[src/rtl/rsa_modexp_ct.sv]
// Modular exponentiation m = c^d mod n using left-to-right square-and-multiply
// over a bit-serial interleaved modular multiplier, with an optional constant-time mode.
module rsa_modexp_ct #(
  parameter int WIDTH = 8
) (
  input  logic                 clk,
  input  logic                 rst_n,
  input  logic                 start,
  input  logic                 ct_mode,
  input  logic [2*WIDTH-1:0]   c,
  input  logic [2*WIDTH-1:0]   d,
  input  logic [2*WIDTH-1:0]   n,
  output logic [2*WIDTH-1:0]   m_out,
  output logic                 busy,
  output logic                 finish,
  output logic                 err
);

  localparam int K  = 2 * WIDTH;
  localparam int IW = $clog2(K);
  localparam logic [IW-1:0] LAST_IDX = IW'(K - 1);

  typedef enum logic [1:0] {IDLE, SQR, MUL, DONE} state_e;

  state_e        state_q, state_d;
  logic [K-1:0]  c_q, c_d;
  logic [K-1:0]  d_q, d_d;
  logic [K-1:0]  n_q, n_d;
  logic          ct_q, ct_d;
  logic [K-1:0]  m_q, m_d;
  logic [K-1:0]  dummy_q, dummy_d;
  logic [K+1:0]  acc_q, acc_d;
  logic [IW-1:0] bit_q, bit_d;
  logic [IW-1:0] cnt_q, cnt_d;
  logic          errp_q, errp_d;
  logic [K-1:0]  m_out_q, m_out_d;
  logic          err_q, err_d;
  logic          finish_q, finish_d;

  // Multiplier datapath temporaries
  logic [K+1:0]  n_ext;
  logic [K+1:0]  acc_dbl;
  logic [K+1:0]  acc_add;
  logic [K+1:0]  acc_step;
  logic [K-1:0]  mul_a;
  logic [K-1:0]  prod;
  logic          b_bit;
  logic          key_bit;

  // NOTE: combinational logic uses blocking '=' and assigns every output a default
  // first, so no path leaves a variable unassigned and no latch is inferred.
  always_comb begin
    n_ext    = {2'b00, n_q};
    mul_a    = (state_q == MUL) ? c_q : m_q;
    b_bit    = m_q[cnt_q];
    key_bit  = d_q[bit_q];

    // acc stays below n, so doubling fits in K+1 bits and one subtract reduces it
    acc_dbl  = acc_q << 1;
    if (acc_dbl >= n_ext) acc_dbl = acc_dbl - n_ext;
    acc_add  = acc_dbl + {2'b00, mul_a};
    if (acc_add >= n_ext) acc_add = acc_add - n_ext;
    acc_step = b_bit ? acc_add : acc_dbl;
    prod     = acc_step[K-1:0];

    state_d  = state_q;
    c_d      = c_q;
    d_d      = d_q;
    n_d      = n_q;
    ct_d     = ct_q;
    m_d      = m_q;
    dummy_d  = dummy_q;
    acc_d    = acc_q;
    bit_d    = bit_q;
    cnt_d    = cnt_q;
    errp_d   = errp_q;
    m_out_d  = m_out_q;
    err_d    = err_q;
    finish_d = 1'b0;

    unique case (state_q)
      IDLE: begin
        if (start) begin
          if ((n[K-1:1] == '0) || (c >= n)) begin
            errp_d  = 1'b1;
            state_d = DONE;
          end else begin
            c_d     = c;
            d_d     = d;
            n_d     = n;
            ct_d    = ct_mode;
            m_d     = {{(K-1){1'b0}}, 1'b1};
            acc_d   = '0;
            bit_d   = LAST_IDX;
            cnt_d   = LAST_IDX;
            errp_d  = 1'b0;
            state_d = SQR;
          end
        end
      end

      SQR: begin
        acc_d = acc_step;
        if (cnt_q == '0) begin
          m_d   = prod;
          acc_d = '0;
          cnt_d = LAST_IDX;
          if (ct_q || key_bit) begin
            state_d = MUL;
          end else if (bit_q == '0) begin
            state_d = DONE;
          end else begin
            bit_d = bit_q - 1'b1;
          end
        end else begin
          cnt_d = cnt_q - 1'b1;
        end
      end

      MUL: begin
        acc_d = acc_step;
        if (cnt_q == '0) begin
          // A zero key bit still pays for the multiply, but the product is discarded
          if (key_bit) m_d = prod;
          else         dummy_d = prod;
          acc_d = '0;
          cnt_d = LAST_IDX;
          if (bit_q == '0) begin
            state_d = DONE;
          end else begin
            bit_d   = bit_q - 1'b1;
            state_d = SQR;
          end
        end else begin
          cnt_d = cnt_q - 1'b1;
        end
      end

      DONE: begin
        m_out_d  = errp_q ? '0 : m_q;
        err_d    = errp_q;
        finish_d = 1'b1;
        state_d  = IDLE;
      end

      default: state_d = IDLE;
    endcase
  end

  always_ff @(posedge clk or negedge rst_n) begin
    if (!rst_n) begin
      state_q  <= IDLE;
      c_q      <= '0;
      d_q      <= '0;
      n_q      <= '0;
      ct_q     <= 1'b0;
      m_q      <= '0;
      dummy_q  <= '0;
      acc_q    <= '0;
      bit_q    <= '0;
      cnt_q    <= '0;
      errp_q   <= 1'b0;
      m_out_q  <= '0;
      err_q    <= 1'b0;
      finish_q <= 1'b0;
    end else begin
      state_q  <= state_d;
      c_q      <= c_d;
      d_q      <= d_d;
      n_q      <= n_d;
      ct_q     <= ct_d;
      m_q      <= m_d;
      dummy_q  <= dummy_d;
      acc_q    <= acc_d;
      bit_q    <= bit_d;
      cnt_q    <= cnt_d;
      errp_q   <= errp_d;
      m_out_q  <= m_out_d;
      err_q    <= err_d;
      finish_q <= finish_d;
    end
  end

  assign m_out  = m_out_q;
  assign err    = err_q;
  assign finish = finish_q;
  assign busy   = (state_q != IDLE);

endmodule

[config.mk]
export PLATFORM = sky130hd
export DESIGN_NAME = rsa_modexp_ct
export DESIGN_NICKNAME = d
export VERILOG_FILES = /design/src/rtl/rsa_modexp_ct.sv
export SDC_FILE = /design/constraint.sdc
export NUM_CORES = 1
export LEC_CHECK = 0
export CORE_AREA = 2 2 185 187
export CTS_CLUSTER_SIZE = 30
export DETAILED_ROUTE_END_ITERATION = 16
export DIE_AREA = 0 0 187 189
export MAX_ROUTING_LAYER = met4
export SLEW_MARGIN = 20
export SYNTH_ARGS = -nofsm -noshare
export SYNTH_HDL_FRONTEND = slang
export SYNTH_SLANG_ARGS = --single-unit
export TNS_END_PERCENT = 100
[constraint.sdc]
create_clock -name clk -period 7.2 [get_ports clk]
set_input_delay 1.08 -clock clk [delete_from_list [all_inputs] [get_ports clk]]
set_output_delay 1.08 -clock clk [all_outputs]
set_load 0.01 [all_outputs]
==> impl_results.md <==
* Outcome: complete, no violations
* CTS tree: done
* Peak Freq at between 0.1 and 0.15 GHz
* # setup viols final at 0
* Post-Syn Instances at just under 900
* Reg2reg setup slack at 0.45 ns
* Fin Setup TNS at 0 ns
* Nets at 1,076
* Worst-path clk slew at roughly 0.080 ns
* Ys flop type: dfrtp_1
* TritonCTS Buffers at 9
* Clk buf depth at 2
* Number of I/O port buffers at 70
* Largest net degree at the start of global routing at 58
* DRT iter0 DRCs at 584
* Crit path to: acc_q[11]
* Post-CTS Hold Fix Bufs at 0
* Yosys warns at 0
* Die area at about 0.035 sq mm
* Share of layout cells above drive strength 1 at 0.121
* Relative slew margins at 0.322
* Number of flops mapped to enable cells by yosys at 0
* Post-Route WL at 25.0 mm
* CP max-delay cell: fa_1
* Crit path from: n_q[0]
* GP Congestion at 0.964
* Critical Path Max Stage Delay at around 0.5 ns
* Post-DP HPWL at slightly below 20 mm
* Ys async rst share at 1.00
* TritonCTS Sinks at between 100 and 150
* Overall die height at approximately 190 um
* Residual DRC count at 0
* ANT cells at 0
* Drt pass-1 iters at 7
* Clk_lat worst skew at approximately 0.37 ns
* H-tree levels at 3
* Row count at 67
* CTS root buf: clkbuf_16
* Worst Hold Class: flip-flop to flip-flop
* Fin. max-slew vios at 0
* Worst slew pin tran at slightly above 1 ns
* Die X at about 190 um
* Initial Utilization at 0.248
* RR Endpoint: acc_q[11]
* CP max FO at 11
* Worst-case reg-to-reg path depth at 28
* Core box area at 0.0333 sq mm
* Total GRT Usage at 0.148
* Post-Syn Area at slightly above 0.008 sq mm
* Final Hold Vio Count at 0
* Via count at roughly 7,000
* Yosys cell types at 75
* Routed len/inst at about 18 um
* Critical path class: flip-flop to flip-flop
* CP Launch Type: flip-flop
* # Post-CTS Setup Buffers at 0
* RSZ-0062 raised after global routing: no
* Worst Skew at around 0.018 ns
* Area Overhead vs Synth at 18.4%
* Final ANT Viol Nets at 0
* Post-CTS sizing at 0
* Period Utilization, post-route at 0.938
* First-pass GRT wire length at 39.8 mm
* Io pins at 71
* Vias/cell at 5.00
* Req. time, crit path at 7.45 ns
* Top cell by count, worst path: a21oi_1
* Antenna violations before repair at 0
* Minimum clock period at 6.75 ns
* Crit path DAT at 7.01 ns
* Sequential element share of the synthesized area at 0.336
* Total gr overflow at 0
* Worst R2R Start: n_q[0]
* Worst Setup End Kind: flip-flop
* Vias in the first global route at ~7,000
* Flops & latches, synth at approximately 110
* Syn_nets at 1,020
* # Max-Cap Violations at 0
* Mean post-synth cell area at 9.28 sq um
per-layer routing:
layer / wire length [um] / global-route usage / share of wire
met5: 0 / - / 0
met4: 881 / 0.0559 / 0.035
met3: 1250 / 0.0241 / 0.050
met2: 10900 / 0.222 / 0.44
met1: 11900 / 0.199 / 0.48
synthesized netlist by cell type, drive strengths merged (8+ instances only):
cell | count | area [sq um]
inv | 76 | 285
a32o | 12 | 120
a31oi | 16 | 106
clkbuf | 29 | 109
a211o | 8 | 70.1
nand2 | 60 | 225
nor2b | 8 | 52.6
a211oi | 11 | 105
ha | 74 | 926
xnor2 | 28 | 245
nand4 | 12 | 75.1
nand3 | 17 | 85.1
nor2 | 54 | 203
a21o | 15 | 113
mux2 | 54 | 608
o21a | 13 | 97.6
nand2b | 11 | 68.8
o21ai | 77 | 385
nor3 | 17 | 101
mux4 | 9 | 203
a21oi | 53 | 273
xor2 | 11 | 96.3
nand3b | 18 | 135
dfrtp | 111 | 2780
worst max-delay path: cells and delay by family (launching register included):
kind	cells	cell delay, ns
buf+inv	3	0.48
compound gates	12	2.78
simple gates	9	1.50
flops	1	0.37
xor+xnor	1	0.27
fa+ha+maj	3	1.20
cell type report:
type | instances | area (sq um)
clock buffer | 9 | 225
clock inverter | 7 | 77.6
fill | 3505 | 23500
inverter | 76 | 285
multi-input combinational | 668 | 5080
sequential | 111 | 2780
tap | 448 | 561
timing repair buffer | 81 | 781
flip-flops by register name, summed over array words and instances (netlist names):
name,flops
errp_q,1
n_q,16
c_q,16
state_q,2
err,1
m_q,16
acc_q,17
finish,1
m_out,16
bit_q,4
cnt_q,4
d_q,16
ct_q,1
cells in the final DEF, fill, tap and decap left out, drive strengths merged, types with 4 or more instances in the layout:
master / synthesis / final
a32o: 12 / 12
clkdlybuf4s50: 0 / 69
nand2: 60 / 60
or3: 5 / 5
nand3: 17 / 17
xor2: 11 / 11
mux2i: 5 / 5
nor3: 17 / 17
and3: 7 / 7
o31ai: 7 / 7
clkbuf: 29 / 9
nor2: 54 / 54
a22oi: 4 / 4
a211o: 8 / 8
and2: 4 / 4
a21oi: 53 / 53
inv: 76 / 79
xnor2: 28 / 28
nor2b: 8 / 8
nor4: 6 / 6
mux2: 54 / 54
buf: 7 / 12
o21ai: 77 / 77
a21o: 15 / 15
o21bai: 6 / 6
a31o: 4 / 4
ha: 74 / 74
o21a: 13 / 13
dfrtp: 111 / 111
a22o: 6 / 6
nand3b: 18 / 18
a211oi: 11 / 11
nand2b: 11 / 11
a31oi: 16 / 16
mux4: 9 / 9
nand4: 12 / 12
cells by family (layout without fill, tap and decap cells):
logic type               Yosys count  in the layout  synth area share
adder cells (fa/ha/maj)           77             77             0.119
buffers and inverters            112            173            0.0533
AO/OA/AOI/OAI                    258            258             0.206
AND/OR/NAND/NOR                  226            226             0.140
multiplexers                      68             68             0.104
flip-flops                       111            111             0.336
XOR/XNOR                          39             39            0.0413
how the worst min path moves through the flow:
stage                 from      to  slack (ns)  depth (start not counted)
global route        d_q[2]  d_q[2]        0.53                          1
finish              d_q[2]  d_q[2]        0.51                          1
global placement    d_q[2]  d_q[2]        0.49                          1
detailed placement  c_q[6]  c_q[6]        0.49                          1
floorplan           c_q[0]  c_q[0]        0.47                          1
CTS                 c_q[6]  c_q[6]        0.51                          1
per-stage QoR:
stage / hold WS [ns] / setup WS [ns] / cells / util / area (sq um)
6_report: 0.508 / 0.449 / 1400 / 0.294 / 9790
3_3_place_gp: 0.486 / 0.613 / 1384 / 0.285 / 9470
5_1_grt: 0.529 / 0.0517 / 1400 / 0.294 / 9790
2_1_floorplan: 0.475 / 1.08 / 891 / - / 8270
4_1_cts: 0.510 / 0.442 / 1400 / 0.294 / 9780
3_5_place_dp: 0.491 / 0.496 / 1384 / 0.285 / 9470
Power is not shown: default switching activity piles up to over one toggle a cycle in this logic, so the estimate is an artifact.
